### src/rtl/mem_access.sv
// mem_access: memory-access stage of the 5-stage RV32I pipeline.
// Issues loads/stores over a valid/ready request channel, waits for the load
// response, aligns and extends load data into a register held for WB, and
// stalls upstream while an access is outstanding.
// Ports:
//   clock, reset              rising-edge clock, synchronous active-high reset
//   valid_in .. rs2_data_in   EX/ME pipeline register contents (held while stalled)
//   stall_out                 holds EX/ME and all upstream stages
//   dmem_req_*                request channel (valid/ready), word address + byte enables
//   dmem_rsp_*                load response channel
//   valid_out, *_out          completion strobe and pass-through fields to ME_WB
//   mem_res_out               registered, aligned load result
//   misaligned_out            completing access was misaligned or had an illegal funct3
module mem_access #(
  parameter logic [6:0] LOAD_OPCODE  = 7'b0000011,
  parameter logic [6:0] STORE_OPCODE = 7'b0100011
) (
  input  logic        clock,
  input  logic        reset,
  input  logic        valid_in,
  input  logic [31:0] pc_in,
  input  logic [6:0]  opcode_in,
  input  logic [2:0]  funct3_in,
  input  logic [4:0]  rd_in,
  input  logic [31:0] alu_res_in,
  input  logic [31:0] rs2_data_in,
  output logic        stall_out,
  output logic        dmem_req_valid,
  input  logic        dmem_req_ready,
  output logic        dmem_req_we,
  output logic [31:0] dmem_req_addr,
  output logic [31:0] dmem_req_wdata,
  output logic [3:0]  dmem_req_be,
  input  logic        dmem_rsp_valid,
  input  logic [31:0] dmem_rsp_rdata,
  output logic        valid_out,
  output logic [31:0] pc_out,
  output logic [6:0]  opcode_out,
  output logic [2:0]  funct3_out,
  output logic [4:0]  rd_out,
  output logic [31:0] alu_res_out,
  output logic [31:0] mem_res_out,
  output logic        misaligned_out
);

  typedef enum logic {IDLE, WAIT_RSP} state_t;

  state_t      state;
  state_t      next_state;
  logic        is_load;
  logic        is_store;
  logic        illegal_f3;
  logic        misaligned;
  logic        bad_access;
  logic        capture;
  logic [31:0] shifted;
  logic [31:0] load_data;

  // Pass-through fields to ME_WB
  assign pc_out      = pc_in;
  assign opcode_out  = opcode_in;
  assign funct3_out  = funct3_in;
  assign rd_out      = rd_in;
  assign alu_res_out = alu_res_in;

  assign is_load  = valid_in && (opcode_in == LOAD_OPCODE);
  assign is_store = valid_in && (opcode_in == STORE_OPCODE);

  // Illegal width/sign encodings: loads 3/6/7, stores 3 and above
  always_comb begin
    illegal_f3 = 1'b0;
    if (is_load)
      illegal_f3 = (funct3_in == 3'd3) || (funct3_in == 3'd6) || (funct3_in == 3'd7);
    else if (is_store)
      illegal_f3 = (funct3_in >= 3'd3);
  end

  // Alignment check keyed on access width (funct3[1:0])
  always_comb begin
    misaligned = 1'b0;
    case (funct3_in[1:0])
      2'b01:   misaligned = alu_res_in[0];
      2'b10:   misaligned = (alu_res_in[1:0] != 2'b00);
      default: misaligned = 1'b0;
    endcase
  end

  assign bad_access = illegal_f3 || misaligned;

  // Request fields; driven from held inputs so they stay stable while waiting for ready
  assign dmem_req_we   = is_store;
  assign dmem_req_addr = {alu_res_in[31:2], 2'b00};

  always_comb begin
    dmem_req_be    = 4'b1111;
    dmem_req_wdata = rs2_data_in;
    if (is_store) begin
      case (funct3_in[1:0])
        2'b00: begin
          dmem_req_be    = 4'(4'b0001 << alu_res_in[1:0]);
          dmem_req_wdata = {4{rs2_data_in[7:0]}};
        end
        2'b01: begin
          dmem_req_be    = alu_res_in[1] ? 4'b1100 : 4'b0011;
          dmem_req_wdata = {2{rs2_data_in[15:0]}};
        end
        default: begin
          dmem_req_be    = 4'b1111;
          dmem_req_wdata = rs2_data_in;
        end
      endcase
    end
  end

  // Load alignment: shift the addressed byte/half down to bit 0, then extend
  assign shifted = dmem_rsp_rdata >> {alu_res_in[1:0], 3'b000};

  always_comb begin
    case (funct3_in)
      3'd0:    load_data = {{24{shifted[7]}}, shifted[7:0]};
      3'd1:    load_data = {{16{shifted[15]}}, shifted[15:0]};
      3'd4:    load_data = {24'd0, shifted[7:0]};
      3'd5:    load_data = {16'd0, shifted[15:0]};
      default: load_data = shifted;
    endcase
  end

  // State register
  always_ff @(posedge clock) begin
    if (reset) state <= IDLE;
    else       state <= next_state;
  end

  // Next-state and handshake/stall outputs
  always_comb begin
    next_state     = state;
    dmem_req_valid = 1'b0;
    stall_out      = 1'b0;
    valid_out      = 1'b0;
    misaligned_out = 1'b0;
    capture        = 1'b0;
    case (state)
      IDLE: begin
        if (!(is_load || is_store)) begin
          valid_out = valid_in;
        end else if (bad_access) begin
          valid_out      = 1'b1;
          misaligned_out = 1'b1;
        end else begin
          dmem_req_valid = 1'b1;
          if (!dmem_req_ready) begin
            stall_out = 1'b1;
          end else if (is_store) begin
            valid_out = 1'b1;
          end else begin
            stall_out  = 1'b1;
            next_state = WAIT_RSP;
          end
        end
      end
      WAIT_RSP: begin
        stall_out = 1'b1;
        if (dmem_rsp_valid) begin
          stall_out  = 1'b0;
          valid_out  = 1'b1;
          capture    = 1'b1;
          next_state = IDLE;
        end
      end
      default: next_state = IDLE;
    endcase
  end

  // Load result held for the WB cycle
  always_ff @(posedge clock) begin
    if (reset)        mem_res_out <= 32'd0;
    else if (capture) mem_res_out <= load_data;
  end

endmodule
### config.mk
export PLATFORM = sky130hd
export DESIGN_NAME = mem_access
export DESIGN_NICKNAME = d
export VERILOG_FILES = /design/src/rtl/mem_access.sv
export SDC_FILE = /design/constraint.sdc
export NUM_CORES = 1
export LEC_CHECK = 0
export ABC_CLOCK_PERIOD_IN_PS = 3150
export CORE_AREA = 2 2 130 132
export DETAILED_ROUTE_END_ITERATION = 10
export DIE_AREA = 0 0 132 134
export PLACE_DENSITY = 0.64
export SYNTH_ARGS = -nofsm -noshare
export SYNTH_HDL_FRONTEND = slang
export SYNTH_SLANG_ARGS = --single-unit
### constraint.sdc
create_clock -name clock -period 3.15 [get_ports clock]
set_input_delay 0.63 -clock clock [delete_from_list [all_inputs] [get_ports clock]]
set_output_delay 0.63 -clock clock [all_outputs]
set_load 0.005 [all_outputs]
; Yosys cells after proc, flatten, opt, wreduce, memory -nomap -nowiden
; Index checks and enable logic that the tools add are counted.
[totals]
ff_bits = 33
in_bits = 148
output_inout_bits = 184
elab_cells = 57
[op_classes]
magnitude_cmp = 1
n_eq_ne = 10
shift = 2
mux = 32
bitwise = 1
n_reduce_logical = 9
[op_table]
columns = cell, count
row1 = $pmux 32 s4, 1
row2 = $pmux 32 s2, 1
row3 = $mux 32, 1
row4 = $shr 32x5->32, 1
row5 = $mux 1, 22
row6 = $eq 3x3->1 const B, 4
row7 = $mux 4, 2
row8 = $pmux 1 s2, 4
row9 = $pmux 4 s2, 1
row10 = $eq 7x2->1 const B, 1
row11 = $eq 7x6->1 const B, 1
row12 = $logic_or 1x1->1, 4
row13 = $shl 1x2->4 const A, 1
row14 = $eq 3x1->1 const B, 1
row15 = $eq 3x2->1 const B, 1
row16 = $ge 3x2->1 const B, 1
row17 = $logic_not 3->1, 1
row18 = $eq 2x1->1 const B, 1
row19 = $eq 2x2->1 const B, 1
row20 = $logic_and 1x1->1, 2
row21 = $logic_not 2->1, 1
row22 = $reduce_bool 2->1, 1
row23 = $not 1->1, 1

; Depth between registers and ports, before layout
; Gate-level depths: netlist (run 1).
[logic_depth]
word_depth = 8
ltp_mapped = 8
ltp_nobuf = 6

; Least setup slack after synthesis (run 1)
; No wires, ideal clock.
[synth_timing]
path_type = input to output
from = input port opcode_in[3]
to = output port dmem_req_wdata[23]
arrival_ps = 2265
t_required_ps = 2520
setup_slack_ps = 255
stages = 5
path_buffers = 1
cell_sequence = or4_4 -> or3_1 -> buf_6 -> nor2_1 -> mux2_2
[synth_between]
elab_chain_len = 3
[synth_lines]
columns = element, line
row1 = "start, declared", 22  ; input logic [6:0] opcode_in,
row2 = $eq 7x6->1, 67  ; assign is_store = valid_in && (opcode_in == STORE_OPCODE);
row3 = $logic_and 1x1->1, 67
row4 = $mux 32, 97  ; if (is_store) begin
row5 = "end, declared", 32  ; output logic [31:0] dmem_req_wdata,
; No other way between the ends.

; Worst setup path in the final report (run 1)
[layout_timing]
from = input port opcode_in[3]
to = output port dmem_req_wdata[19]
; The elaborated chain is that of the path after synthesis.

==> impl_metrics.toml, run 1 <==
[sta]
tns_ns = 0
setup_viol = 0
min_period_over_period_pct = 98.50
fin_worst_skew_ns = 0.003885
drv_slew = 0
whs_ns = 0.4515
worst_slack_ns = 0.04712
hold_violations = 0
min_period_ns = 3.103
rsz0062_at_grt = "true"
max_freq_mhz = 322.3

[die]
initial_core_util_pct = 19.61
io_pins = 332
die-area_sq_um = 17690
die_x_um = 132
dieHeight_um = 134
rows = 47
coreArea_sq_um = 16290

[pwr]
power_mw = 1.273
leakage_nw = 1.886
seqPwrFrac_pct = 32.8
power_frac_comb_pct = 27.3
power.density_nw_per_um2 = 270.9
p_switching_mw = 0.3142
max-vdd-ir-drop_mv = 0.1793
clockPowerShare_pct = 39.9
p_int_mw = 0.9588
switching_share_pct = 24.68

[worst_setup_path]
cp-end-kind = "primary output"
cp_slowest_cell = "or4_4"
worstReg2RegStart = "state$_SDFF_PP0_"
crit_path_max_fanout = 7
reg2reg_depth = 5
cp-endpoint = "dmem_req_wdata[19]"
slowest_delay_ns = 0.55
path_buf_inv = 4
required_ns = 2.52
reg2reg_slack_ns = 1.79
worstSetupPathDepth = 8
cp.arrival_ns = 2.47
path_class = "primary input to primary output"
crit_top_cell = "buf_6"
cp_cell_sequence = "buf_6 -> or4_4 -> or3_4 -> inv_6 -> o21ai_4 -> buf_6 -> mux2_4 -> buf_6"
startpoint_type = "primary input"
path_delay_family = "simple AND/OR/NAND/NOR gates"
critPathLaunch = "opcode_in[3]"
reg2reg_to = "mem_res_out[8]$_SDFFE_PP0P_"

[yosys]
ys_types = 40
netlist_instances = 403
syn_avg_cell_area_sq_um = 7.926
synth_warnings = 0
netlist_area_sq_um = 3194
seq_area_frac_synth_pct = 20.68
ys_ff_latch = 33

[drt]
vias = 3072
route.antenna.remaining_nets = 0
dr_wl_met2_um = 5514
met3_length_um = 1125
wl_met1_um = 5031
top_layer_used = "met4"
remaining_drc_errors = 0
drt-wirelength-per-cell_um = 17.43
drt_pass1_iterations = 4
drt_iter0_drc = 141
totalWireLength_um = 12240
avgViaCountPerCell = 4.376

[global_routing]
antenna_found_initial = 0
grt-ovfl-total = 0
grt_pass1_wl_um = 18510
grt_pass1_vias = 3060
grt_max_degree = 34
grt_usage_pct = 13.50

[clocking]
cts-hold-fix-buffers = 0
clk_latency_ns = 0.27
clock_sinks = 33
path_clk_slew_ns = 0.06
cts_made_buffers = 5
cts_root_buffer = "clkbuf_16"
cts.path.max_buffers = 2
cts_max_level = 2
cts_tree = "yes"

[finish]
drive_gt1_share_pct = 21.58
multi_input_area_sq_um = 1587
area_delta_synth_final_pct = 47.08
fin_area_sq_um = 4698
regArea_sq_um = 660.6
antenna_cells = 0
stdcell_count = 702
finalNetCount = 633
nFillCells = 1774
fin_util_pct = 28.84

[worst_hold_path]
hold_class = "register to register"

[place]
dp_slack_ns = -0.6548
hpwl_um = 9601
place_area_sq_um = 4418
dp.cells = 686
gp_congestion = 0.7337
io_buffers = 165

[run]
max_cap_viol_count = 0

[status]
status = "complete, no violations"
layout by cell type (no fill, tap or decap), drive strengths merged, types with 3 or more instances in the layout:
master and instances:
o211ai 9, a22oi 8, clkbuf 9, dlygate4sd2 25
mux2i 16, mux2 16, nor2b 3, dfxtp 33
inv 9, clkdlybuf4s50 123, a21oi 48, nor2 14
ha 4, nand2 23, a22o 8, o2bb2ai 16
o21ai 29, buf 59, nand2b 5
layout make-up:
cell class              instances  share of cell area (%)
clock buffers                   7                   3.249
flip-flops and latches         33                   14.06
inverters                       9                  0.8256
clock inverters                 1                  0.1065
well taps                     220                   5.859
multi-input cells             220                   33.77
repair buffers                212                   42.13
power groups by stage:
stage	clock (mW)	combinational [mW]	sequential (mW)
2_1_floorplan	0	0.231	0.427
3_3_place_gp	0	0.346	0.427
3_5_place_dp	0	0.347	0.427
4_1_cts	0.521	0.351	0.418
5_1_grt	0.543	0.377	0.418
6_report	0.508	0.347	0.418
logic make-up after synthesis:
| kind of cell | count (synthesis) | synth area share, % |
|---|---|---|
| compound gates | 125 | 24.83 |
| fa+ha+maj | 4 | 1.567 |
| buf+inv | 152 | 32.75 |
| flops | 33 | 20.68 |
| mux | 33 | 11.59 |
| other cells | 1 | 0.1174 |
| simple gates | 55 | 8.461 |
state kept, by name, summed over array words and instances (netlist names):
name and flops:
mem_res_out 32, state 1
synth_stat cells, drive strengths merged:
cell       n  area share [%]
o211ai     9             2.1
o2bb2ai   16             4.4
inv        9             1.2
a21bo      1            0.31
dfxtp     33              21
nor2b      3            0.59
or3        2            0.39
nand4b     1            0.27
a22oi      8             1.9
mux2i     16             5.0
mux2      16             5.9
nor4       2            0.86
or4        1            0.35
and2       1            0.20
nand2     23             2.7
a31oi      2            0.39
o21ai     28             4.7
a2111oi    1            0.27
a211oi     1            0.24
a31o       1            0.27
nor2      14             1.6
nor3       1            0.16
buf      124              29
o31ai      1            0.24
mux4       1            0.71
nand3      2            0.31
o32ai      1            0.27
clkbuf    19             2.2
conb       1            0.12
ha         4             1.6
a21oi     48             7.5
a22o       8             2.2
nand2b     5            0.98
worst min-delay path, cell delays in order, from the launching register on:
cell	delay, ns
dfxtp_1	0.30
nand2_1	0.05
a21oi_1	0.05
how the worst min path moves through the flow:
stage,to,from,cells after the start
6_report,mem_res_out[6]$_SDFFE_PP0P_,mem_res_out[6]$_SDFFE_PP0P_,2
5_1_grt,mem_res_out[3]$_SDFFE_PP0P_,mem_res_out[3]$_SDFFE_PP0P_,2
4_1_cts,mem_res_out[6]$_SDFFE_PP0P_,mem_res_out[6]$_SDFFE_PP0P_,2
3_5_place_dp,mem_res_out[6]$_SDFFE_PP0P_,mem_res_out[6]$_SDFFE_PP0P_,2
3_3_place_gp,mem_res_out[4]$_SDFFE_PP0P_,mem_res_out[4]$_SDFFE_PP0P_,2
2_1_floorplan,mem_res_out[7]$_SDFFE_PP0P_,mem_res_out[7]$_SDFFE_PP0P_,2
routing by layer:
| metal | track usage [%] | up-vias |
|---|---|---|
| met1 | 16.26 | 1400 |
| li1 | - | 1448 |
| met2 | 21.88 | 168 |
| met5 | 0 | - |
| met3 | 4.346 | 56 |
| met4 | 6.341 | 0 |
what timing repair did:
action                                  CTS  global route
endpoints found under the setup margin   33            11
gates resized for setup                 111             9
setup buffers                             8             1
hold endpoints to repair                  0             0
pin swaps                                 8             5
cloned                                    1             0
No activity file was read; power rests on OpenSTA's default activity.
==> run 2, diff against run 1 <==
ABC_CLOCK_PERIOD_IN_PS = 3480   (was 3150)
clock period = 3.48 ns   (was 3.15 ns; I/O delays follow)
==> run 2 against run 1 <==
Setup slack improved by 0.026 ns. Global-route usage rose by 0.25 points. Sequential power fell by 9.6%. Clock power fell by 18%. Clock-buffer cell count rose by 1. Cell count fell by 0.28%. Worst hold slack barely moved. Combinational power fell by 9.5%. Design area rose by 0.13%. Power fell by 13%. Largest power group unchanged.
==> impl_metrics.toml, run 2 (synthesis gave the netlist of run 1 again) <==
[status]
status = "complete, no violations"

[sta]
max_freq_mhz = 293.6
hold_violations = 0
min_period_ns = 3.407
relSlewSlack_pct = 53.35
tightestPinTransition_ns = 0.6989
setup_viol = 0
rsz0062_at_grt = "true"
fin_worst_skew_ns = 0.002420
drv_slew = 0
worst_slack_ns = 0.07343
min_period_over_period_pct = 97.89

[finish]
finalNetCount = 631
drive_gt1_share_pct = 18.54
antenna_cells = 0
largest_reg_flops = 32
top_regs = "mem_res_out (32), state (1)"
nFillCells = 1788
top_register = "mem_res_out"
layout_commonest_cell = "clkdlybuf4s50_1"
final_cell_mix = "clkdlybuf4s50_1 (129), a21oi_1 (48), buf_4 (40)"
area_delta_synth_final_pct = 47.28

[drt]
avgViaCountPerCell = 4.387
totalWireLength_um = 12490
drt_iter0_drc = 113
drt_pass1_iterations = 4
route.antenna.remaining_nets = 0
drt-wirelength-per-cell_um = 17.84
vias = 3071
remaining_drc_errors = 0

[die]
io_pins = 332
initial_core_util_pct = 19.61
rows = 47
dieHeight_um = 134
coreArea_sq_um = 16290
die_x_um = 132
die-area_sq_um = 17690

[worst_setup_path]
cp-end-kind = "primary output"
required_ns = 2.78
crit_path_max_fanout = 6
startpoint_type = "primary input"
path_class = "primary input to primary output"
reg2reg_slack_ns = 2.12
cp.arrival_ns = 2.71

[place]
gp_congestion = 0.7373
hpwl_um = 9639
dp_slack_ns = -0.4875
io_buffers = 165

[pwr]
max-vdd-ir-drop_mv = 0.1609
power.density_nw_per_um2 = 236.0
power_mw = 1.110
leakage_nw = 1.935

[global_routing]
grt_pass1_wl_um = 18970
grt-ovfl-total = 0
grt_pass1_vias = 3121
grt_usage_pct = 13.75
antenna_found_initial = 0
grt_max_degree = 34

[clocking]
clk_latency_ns = 0.27
clock_sinks = 33
path_clk_slew_ns = 0.05
cts.path.max_buffers = 2
cts_made_buffers = 5
cts_root_buffer = "clkbuf_16"
cts_tree = "yes"
cts_max_level = 2

[worst_hold_path]
hold_class = "register to register"

[run]
max_cap_viol_count = 0
[run 2: changes by cell type in the layout (fill, tap and decap cells not counted), sizes merged]
cell	before	now
buf	59	48
dlymetal6s2s	1	12
dlygate4sd2	25	17
clkdlybuf4s50	123	129
clkdlybuf4s15	2	4
clkbuf	9	8
clkinv	1	0
[run 2: cell type report]
cell class | count | area [sq um] | share of cell area (%)
Clock buffer | 8 | 136.4 | 2.899
Inverter | 9 | 41.29 | 0.8777
Multi-Input combinational cell | 220 | 1572 | 33.40
Sequential cell | 33 | 660.6 | 14.04
Tap cell | 220 | 275.3 | 5.851
Timing Repair Buffer | 210 | 2019 | 42.93
[run 2: where the power goes]
part / total [mW] / internal, mW / switching (mW)
Combinational: 0.314 / 0.187 / 0.127
Clock: 0.418 / 0.266 / 0.153
Sequential: 0.378 / 0.378 / 0.0000854
[run 2: timing repair]
item / in CTS / in global routing
hold endpoints to repair: 0 / 0
setup endpoints to repair: 33 / 18
buffers inserted: 7 / 1
resized for setup: 63 / 17
cloned: 1 / 0
pin swaps: 9 / 3
hold buffers: 0 / 0
[run 2: critical path: stages]
cell           delay (ns)
dlygate4sd2_1        0.25
or4_4                0.50
or3_4                0.47
inv_8                0.10
o21ai_4              0.10
mux2_4               0.32
dlygate4sd2_1        0.26
[run 2: routing by layer]
layer | up-vias | GRT usage [%] | share of wire, %
met2 | 177 | 22.95 | 47
met4 | 0 | 4.529 | 3.2
met3 | 45 | 5.140 | 9.6
li1 | 1448 | - | -
met5 | - | 0 | 0
met1 | 1401 | 16.32 | 41
[run 2: final timing paths]
kind	from	depth (start not counted)	endpoint
worst max-delay path	opcode_in[4]	7	dmem_req_wdata[17]
worst min-delay path	mem_res_out[6]$_SDFFE_PP0P_	2	mem_res_out[6]$_SDFFE_PP0P_
worst max register to register	state$_SDFF_PP0_	5	mem_res_out[8]$_SDFFE_PP0P_
worst min register to register	mem_res_out[6]$_SDFFE_PP0P_	2	mem_res_out[6]$_SDFFE_PP0P_
[run 2: per-stage QoR]
stage | cells | instance area (sq um) | hold slack (ns) | utilization [%] | TNS, ns
final | 700 | 4705 | 0.4515 | 28.88 | 0
after global routing | 700 | 4705 | 0.4733 | 28.88 | -0.01397
after CTS | 700 | 4659 | 0.4524 | 28.60 | 0
after detailed placement | 685 | 4410 | 0.4453 | 27.08 | -11.17
after global placement | 685 | 4410 | 0.4426 | 27.08 | -10.39
after floorplan | 404 | 3198 | 0.4483 | - | 0
